[src/rtl/result_writeback_dma.sv]
// rtl/result_writeback_dma.sv - Writes result-buffer rows to memory as one AXI INCR burst per row
//
// Optional feature macro: RESULT_WRITEBACK_DMA_STATS_EN
//   defined   : stat_busy_cycles counts busy cycles (saturating, cleared on accepted start)
//   undefined : stat_busy_cycles tied to 0, no counter logic
//
// Ports
//   clk, rst            : clock (rising edge), asynchronous active-high reset
//   start_pulse         : one-cycle job start, honoured only when idle
//   dest_addr           : AXI byte address of the first row
//   src_addr            : first result-buffer row
//   length              : number of rows to transfer (0 = empty job)
//   done_irq            : one-cycle job-complete pulse
//   busy                : job in progress
//   error               : sticky error flag for the last job (non-OKAY bresp)
//   buf_rd_addr/_en     : result-buffer read port, data returns one cycle later
//   buf_rd_data         : W lanes of DATA_WIDTH_ACCUM bits, lane 0 in the LSBs
//   awaddr/awlen/awvalid/awready : AXI write address channel
//   wdata/wlast/wvalid/wready    : AXI write data channel
//   bresp/bvalid/bready          : AXI write response channel
//   stat_busy_cycles    : busy-cycle statistic
//
// Parameter constraints (not checked here):
//   SYSTOLIC_ARRAY_WIDTH*DATA_WIDTH_ACCUM must be a multiple of AXI_DATA_WIDTH,
//   and the resulting beat count must not exceed 256.

module result_writeback_dma #(
    parameter int SYSTOLIC_ARRAY_WIDTH = 16,
    parameter int DATA_WIDTH_ACCUM     = 32,
    parameter int ADDR_WIDTH           = 10,
    parameter int AXI_DATA_WIDTH       = 64
) (
    input  logic                                             clk,
    input  logic                                             rst,
    input  logic                                             start_pulse,
    input  logic [31:0]                                      dest_addr,
    input  logic [ADDR_WIDTH-1:0]                            src_addr,
    input  logic [15:0]                                      length,
    output logic                                             done_irq,
    output logic                                             busy,
    output logic                                             error,
    output logic [ADDR_WIDTH-1:0]                            buf_rd_addr,
    output logic                                             buf_rd_en,
    input  logic [SYSTOLIC_ARRAY_WIDTH*DATA_WIDTH_ACCUM-1:0] buf_rd_data,
    output logic [31:0]                                      awaddr,
    output logic [7:0]                                       awlen,
    output logic                                             awvalid,
    input  logic                                             awready,
    output logic [AXI_DATA_WIDTH-1:0]                        wdata,
    output logic                                             wlast,
    output logic                                             wvalid,
    input  logic                                             wready,
    input  logic [1:0]                                       bresp,
    input  logic                                             bvalid,
    output logic                                             bready,
    output logic [31:0]                                      stat_busy_cycles
);

    localparam int          ROW_W     = SYSTOLIC_ARRAY_WIDTH * DATA_WIDTH_ACCUM;
    localparam int          BEATS     = ROW_W / AXI_DATA_WIDTH;
    localparam logic [31:0] ROW_BYTES = 32'(ROW_W / 8);
    localparam logic [8:0]  LAST_BEAT = 9'(BEATS - 1);
    localparam logic [7:0]  AWLEN_VAL = 8'(BEATS - 1);

    typedef enum logic [2:0] {
        S_IDLE,
        S_READ,
        S_LOAD,
        S_XFER,
        S_RESP,
        S_DONE
    } state_t;

    state_t             state;
    logic [31:0]        dest_ptr;   // AXI address of the current row
    logic [15:0]        rows_left;  // rows still to send, including the current one
    logic [ROW_W-1:0]   row_reg;    // current row; shifted down one beat per accepted beat
    logic [8:0]         beat_cnt;
    logic               aw_done;
    logic               w_done;
    logic               aw_fire;
    logic               w_fire;

    assign aw_fire = awvalid && awready;
    assign w_fire  = wvalid && wready;

    // The beat on the bus is always the low slice of the shifting row register,
    // so lane 0 goes out first in the least-significant bits of beat 0.
    assign wdata = row_reg[AXI_DATA_WIDTH-1:0];

    always_ff @(posedge clk or posedge rst) begin
        if (rst) begin
            state       <= S_IDLE;
            dest_ptr    <= 32'd0;
            rows_left   <= 16'd0;
            row_reg     <= '0;
            beat_cnt    <= 9'd0;
            aw_done     <= 1'b0;
            w_done      <= 1'b0;
            done_irq    <= 1'b0;
            busy        <= 1'b0;
            error       <= 1'b0;
            buf_rd_addr <= '0;
            buf_rd_en   <= 1'b0;
            awaddr      <= 32'd0;
            awlen       <= 8'd0;
            awvalid     <= 1'b0;
            wlast       <= 1'b0;
            wvalid      <= 1'b0;
            bready      <= 1'b0;
        end else begin
            done_irq <= 1'b0;

            case (state)
                S_IDLE: begin
                    if (start_pulse) begin
                        dest_ptr    <= dest_addr;
                        buf_rd_addr <= src_addr;
                        rows_left   <= length;
                        error       <= 1'b0;
                        busy        <= 1'b1;
                        if (length == 16'd0) begin
                            state <= S_DONE;
                        end else begin
                            // rd_en is raised on entry so it is high for exactly the READ cycle
                            buf_rd_en <= 1'b1;
                            state     <= S_READ;
                        end
                    end
                end

                S_READ: begin
                    buf_rd_en <= 1'b0;
                    state     <= S_LOAD;
                end

                S_LOAD: begin
                    // Buffer data is valid in this cycle; both channels start together.
                    row_reg  <= buf_rd_data;
                    awaddr   <= dest_ptr;
                    awlen    <= AWLEN_VAL;
                    awvalid  <= 1'b1;
                    wvalid   <= 1'b1;
                    wlast    <= (LAST_BEAT == 9'd0);
                    beat_cnt <= 9'd0;
                    aw_done  <= 1'b0;
                    w_done   <= 1'b0;
                    state    <= S_XFER;
                end

                S_XFER: begin
                    if (aw_fire) begin
                        awvalid <= 1'b0;
                        aw_done <= 1'b1;
                    end
                    if (w_fire) begin
                        if (wlast) begin
                            wvalid <= 1'b0;
                            wlast  <= 1'b0;
                            w_done <= 1'b1;
                        end else begin
                            row_reg  <= row_reg >> AXI_DATA_WIDTH;
                            beat_cnt <= beat_cnt + 9'd1;
                            wlast    <= ((beat_cnt + 9'd1) == LAST_BEAT);
                        end
                    end
                    // Either channel may finish in the same cycle as the other.
                    if ((aw_done || aw_fire) && (w_done || (w_fire && wlast))) begin
                        bready <= 1'b1;
                        state  <= S_RESP;
                    end
                end

                S_RESP: begin
                    if (bvalid && bready) begin
                        bready <= 1'b0;
                        if (bresp != 2'b00) begin
                            error <= 1'b1;
                            state <= S_DONE;
                        end else if (rows_left > 16'd1) begin
                            rows_left   <= rows_left - 16'd1;
                            dest_ptr    <= dest_ptr + ROW_BYTES;      // wraps mod 2^32
                            buf_rd_addr <= buf_rd_addr + 1'b1;        // wraps mod 2^ADDR_WIDTH
                            buf_rd_en   <= 1'b1;
                            state       <= S_READ;
                        end else begin
                            state <= S_DONE;
                        end
                    end
                end

                S_DONE: begin
                    done_irq <= 1'b1;
                    busy     <= 1'b0;
                    state    <= S_IDLE;
                end

                default: begin
                    state <= S_IDLE;
                end
            endcase
        end
    end

`ifdef RESULT_WRITEBACK_DMA_STATS_EN
    logic [31:0] busy_cycles;

    always_ff @(posedge clk or posedge rst) begin
        if (rst) begin
            busy_cycles <= 32'd0;
        end else if (state == S_IDLE && start_pulse) begin
            busy_cycles <= 32'd0;
        end else if (busy && busy_cycles != 32'hFFFF_FFFF) begin
            busy_cycles <= busy_cycles + 32'd1;
        end
    end

    assign stat_busy_cycles = busy_cycles;
`else
    assign stat_busy_cycles = 32'd0;
`endif

endmodule

[config.mk]
export PLATFORM = sky130hd
export DESIGN_NAME = result_writeback_dma
export DESIGN_NICKNAME = d
export VERILOG_FILES = /design/src/rtl/result_writeback_dma.sv
export SDC_FILE = /design/constraint.sdc
export NUM_CORES = 2
export LEC_CHECK = 0
export ABC_AREA = 1
export ABC_CLOCK_PERIOD_IN_PS = 50500
export BUFFER_PORTS_ARGS = -buffer_cell sky130_fd_sc_hd__buf_2
export CAP_MARGIN = 5
export CORE_AREA = 5 5 284 286
export CTS_CLUSTER_DIAMETER = 120
export CTS_CLUSTER_SIZE = 12
export DETAILED_ROUTE_END_ITERATION = 6
export DIE_AREA = 0 0 289 291
export MAX_ROUTING_LAYER = met4
export PLACE_DENSITY = 0.67
export SYNTH_ARGS = -nofsm -noshare
export SYNTH_HDL_FRONTEND = slang
export SYNTH_SLANG_ARGS = --single-unit
[constraint.sdc]
create_clock -name clk -period 50.5 [get_ports clk]
set_input_delay 10.1 -clock clk [delete_from_list [all_inputs] [get_ports clk]]
set_output_delay 10.1 -clock clk [all_outputs]
set_load 0.01 [all_outputs]
==> run_results.csv <==
group,metric,value,unit
synth,syn_avg_cell_area,9.26,sq um
placed_design,portBuffers,694,
power_and_ir_drop,switching_share,44.7,%
sta,max_freq,0.0704,GHz
sta,finalCritPeriodShare,28.1,%
worst_setup_path,cp_data_required_time,51020,ps
sta,rsz0062_at_grt,"no",
synth,synth_seq_cells,625,
clock_tree,ctsResizeCount,0,
finish,final_cell_mix,"nand2_1 (831), buf_2 (694), dfrtp_1 (625)",
global_routing,antenna_found_initial,52,
clock_tree,clock-root-buffer,"clkbuf_16",
placed_design,place_ws,35800,ps
floorplanning,ioPinCount,732,
global_routing,grt_max_degree,190,
power_and_ir_drop,p_leak,18.0,nW
route,wl_per_cell,19.3,microns
floorplanning,coreArea,78100,sq um
sta,final.setup.tns,0,ps
finish,layout.nets,4761,
finish,drive_gt1_share,36.0,%
sta,slew_violations,0,
finish,stdcell_count,5281,
clock_tree,cts_tree,"built",
sta,hold_viol,0,
worst_setup_path,slowest_stage,"buf_4",
job,cap_violations,0,
clock_tree,clk_pin_slew,60,ps
power_and_ir_drop,seqPwrFrac,34.6,%
floorplanning,die_area,84100,sq um
route,drc,0,
route,ant_nets,0,
synth,ys.flop_type,"dfrtp_1",
route,viasPerCell,4.99,
route,dr.pass1.iters,5,
synth,synthCells,3713,
clock_tree,postCtsSetupRepairBufs,0,
floorplanning,row_count,103,
worst_setup_path,crit_top_cell,"buf_4",
power_and_ir_drop,p_per_area,62.7,nW/um^2
synth,synth-simple-area-share,12.8,%
hold_path,hp-class,"reg2reg",
finish,final_cell_area,38600,sq um
sta,maxSlewHeadroom,21.0,%
power_and_ir_drop,p_int,0.00134,W
route,drtIter0Drc,1778,
synth,synth-edff-count,0,
sta,worst_slew_pin_slew,1190,ps
synth,async_reset_ff_share,100,%
placed_design,placed_cells,5167,
sta,fin_crit,14210,ps
worst_setup_path,path_class,"in2reg",
synth,ys_seq_area_share,45.5,%
clock_tree,htree_levels,2,
clock_tree,clk_path_buf_depth,3,
synth,synth_adder_area_share,0.218,%
global_routing,grt_overflow,0,
synth,synthMuxAreaShare,0.146,%
placed_design,placed_area,37000,sq um
placed_design,gp_congestion,0.904,
floorplanning,dieHeight,291,microns
synth,synth_top_area_share,45.5,%
power_and_ir_drop,clkPwrFrac,16.3,%
worst_setup_path,path_cells,"buf_2 > nand2_1 > a21oi_4 > nand2_4 > inv_8 > buf_4 > buf_4 > buf_12 > o211ai_2 > o21ai_2",
power_and_ir_drop,fin_total_pwr,0.00242,W
sta,fin_skew,30.6,ps
clock_tree,clock-sinks,625,
sta,setup_viol,0,
sta,setup_slack,36290,ps
status,outcome,"finished clean",
worst_setup_path,crit_fanout,178,
floorplanning,fp.dieW,289,microns
global_routing,first_global_vias,25900,
route,route.vias.total,26400,
synth,yosysUniqueCellTypes,42,
worst_setup_path,endpoint_kind,"flop",
clock_tree,clk_latency,630,ps
global_routing,grt_first_pass_wirelength,154000,microns
worst_setup_path,start_kind,"primary input",
synth,synth_top_family_by_area,"compound AO/OA/AOI/OAI gates",
global_routing,grt_use_total,24.0,%
route,wirelength,102000,microns
worst_setup_path,arrival,14720,ps
synth,synth_warnings,0,
finish,largest_register_ffs,512,
synth,synth_area_leaders,"dfrtp_1 (45%), o211ai_2 (14%), nand2_1 (9.1%)",
synth,synth_xor_area_share,0.331,%
power_and_ir_drop,switchingPower,0.00108,W
clock_tree,cts-buffers-inserted,58,
clock_tree,cts-hold-fix-buffers,0,
synth,syn_area,34400,sq um
worst_setup_path,slowest_delay,930,ps
synth,yosysTopAreaCell,"dfrtp_1",
floorplanning,initial_utilization,44.0,%
placed_design,place_hpwl,74600,microns
finish,num-fill-cells,7469,
finish,area_delta_synth_final,12.4,%
power_and_ir_drop,p_comb_share,49.1,%
finish,layout_commonest_cell,"nand2_1",
power_and_ir_drop,peakVddDrop,0.0000523,V
synth,synth_compound_area_share,27.7,%
[final cells by class]
class,instances,area (sq um),share of cell area [%]
inverter,527,1990,5.16
timing repair buffer,722,3760,9.73
tap,1050,1310,3.40
clock buffer,60,1480,3.83
multi-input combinational,2243,14300,37.0
sequential,625,15600,40.5
clock inverter,2,20.0,0.0518
antenna,52,130,0.337
[per-layer routing]
layer | vias up | GRT usage [%] | share of wire (%)
met4 | 0 | 7.83 | 2.7
li1 | 13000 | - | -
met3 | 135 | 4.64 | 6.1
met1 | 12600 | 30.7 | 42
met5 | - | - | 0
met2 | 688 | 38.5 | 49
[stage by stage]
stage / hold slack [ps] / utilization, %
after detailed placement: 453 / 47.4
after global routing: 499 / 49.5
after CTS: 468 / 49.3
after global placement: 452 / 47.4
after floorplan: 443 / -
final: 468 / 49.5
[cell usage after synthesis, types with 3 or more instances]
library cell	n
o211ai_2	380
a21oi_1	11
ha_1	6
nand4_1	9
inv_2	6
nor3_1	14
o22ai_1	5
o211ai_1	4
o21ai_1	144
nand2_1	831
nand3_1	133
dfrtp_1	625
buf_6	12
xor2_1	11
nand2_4	3
buf_2	123
clkbuf_1	43
buf_12	11
o21ai_0	210
o21ai_2	321
inv_1	521
nor2_1	99
mux2i_1	5
or2_2	4
buf_8	32
buf_4	131
[worst max-delay path: cells and delay by family]
family                 cells  cell delay [ps]
AND/OR/NAND/NOR            2              390
buffers and inverters      5             3380
AO/OA/AOI/OAI              3              500
[cell families after synthesis]
family / Yosys count
AO/OA/AOI/OAI: 1081
XOR/XNOR: 13
adder cells (fa/ha/maj): 6
buffers and inverters: 881
flip-flops: 625
multiplexers: 5
other: 1
AND/OR/NAND/NOR: 1101
[power by group through the flow]
stage	combinational (W)	sequential, W	clock, W
after global routing	0.00133	0.000862	0.000424
after global placement	0.00117	0.000838	0
after CTS	0.00120	0.000836	0.000407
final	0.00119	0.000838	0.000395
after detailed placement	0.00119	0.000844	0
after floorplan	0.00103	0.000836	0
[final timing paths]
path                       startpoint            to  slack, ps  cells after the start
setup / recovery               wready  row_reg[324]      36290                     10
hold / removal              awaddr[7]     awaddr[7]        470                      2
setup reg to reg             state[2]  row_reg[324]      45270                     10
hold reg to reg             awaddr[7]     awaddr[7]        470                      2
max in group asynchronous         rst    awaddr[19]      37090                      6
min in group asynchronous         rst  row_reg[115]       9640                      2
No activity file was read; power rests on OpenSTA's default activity.
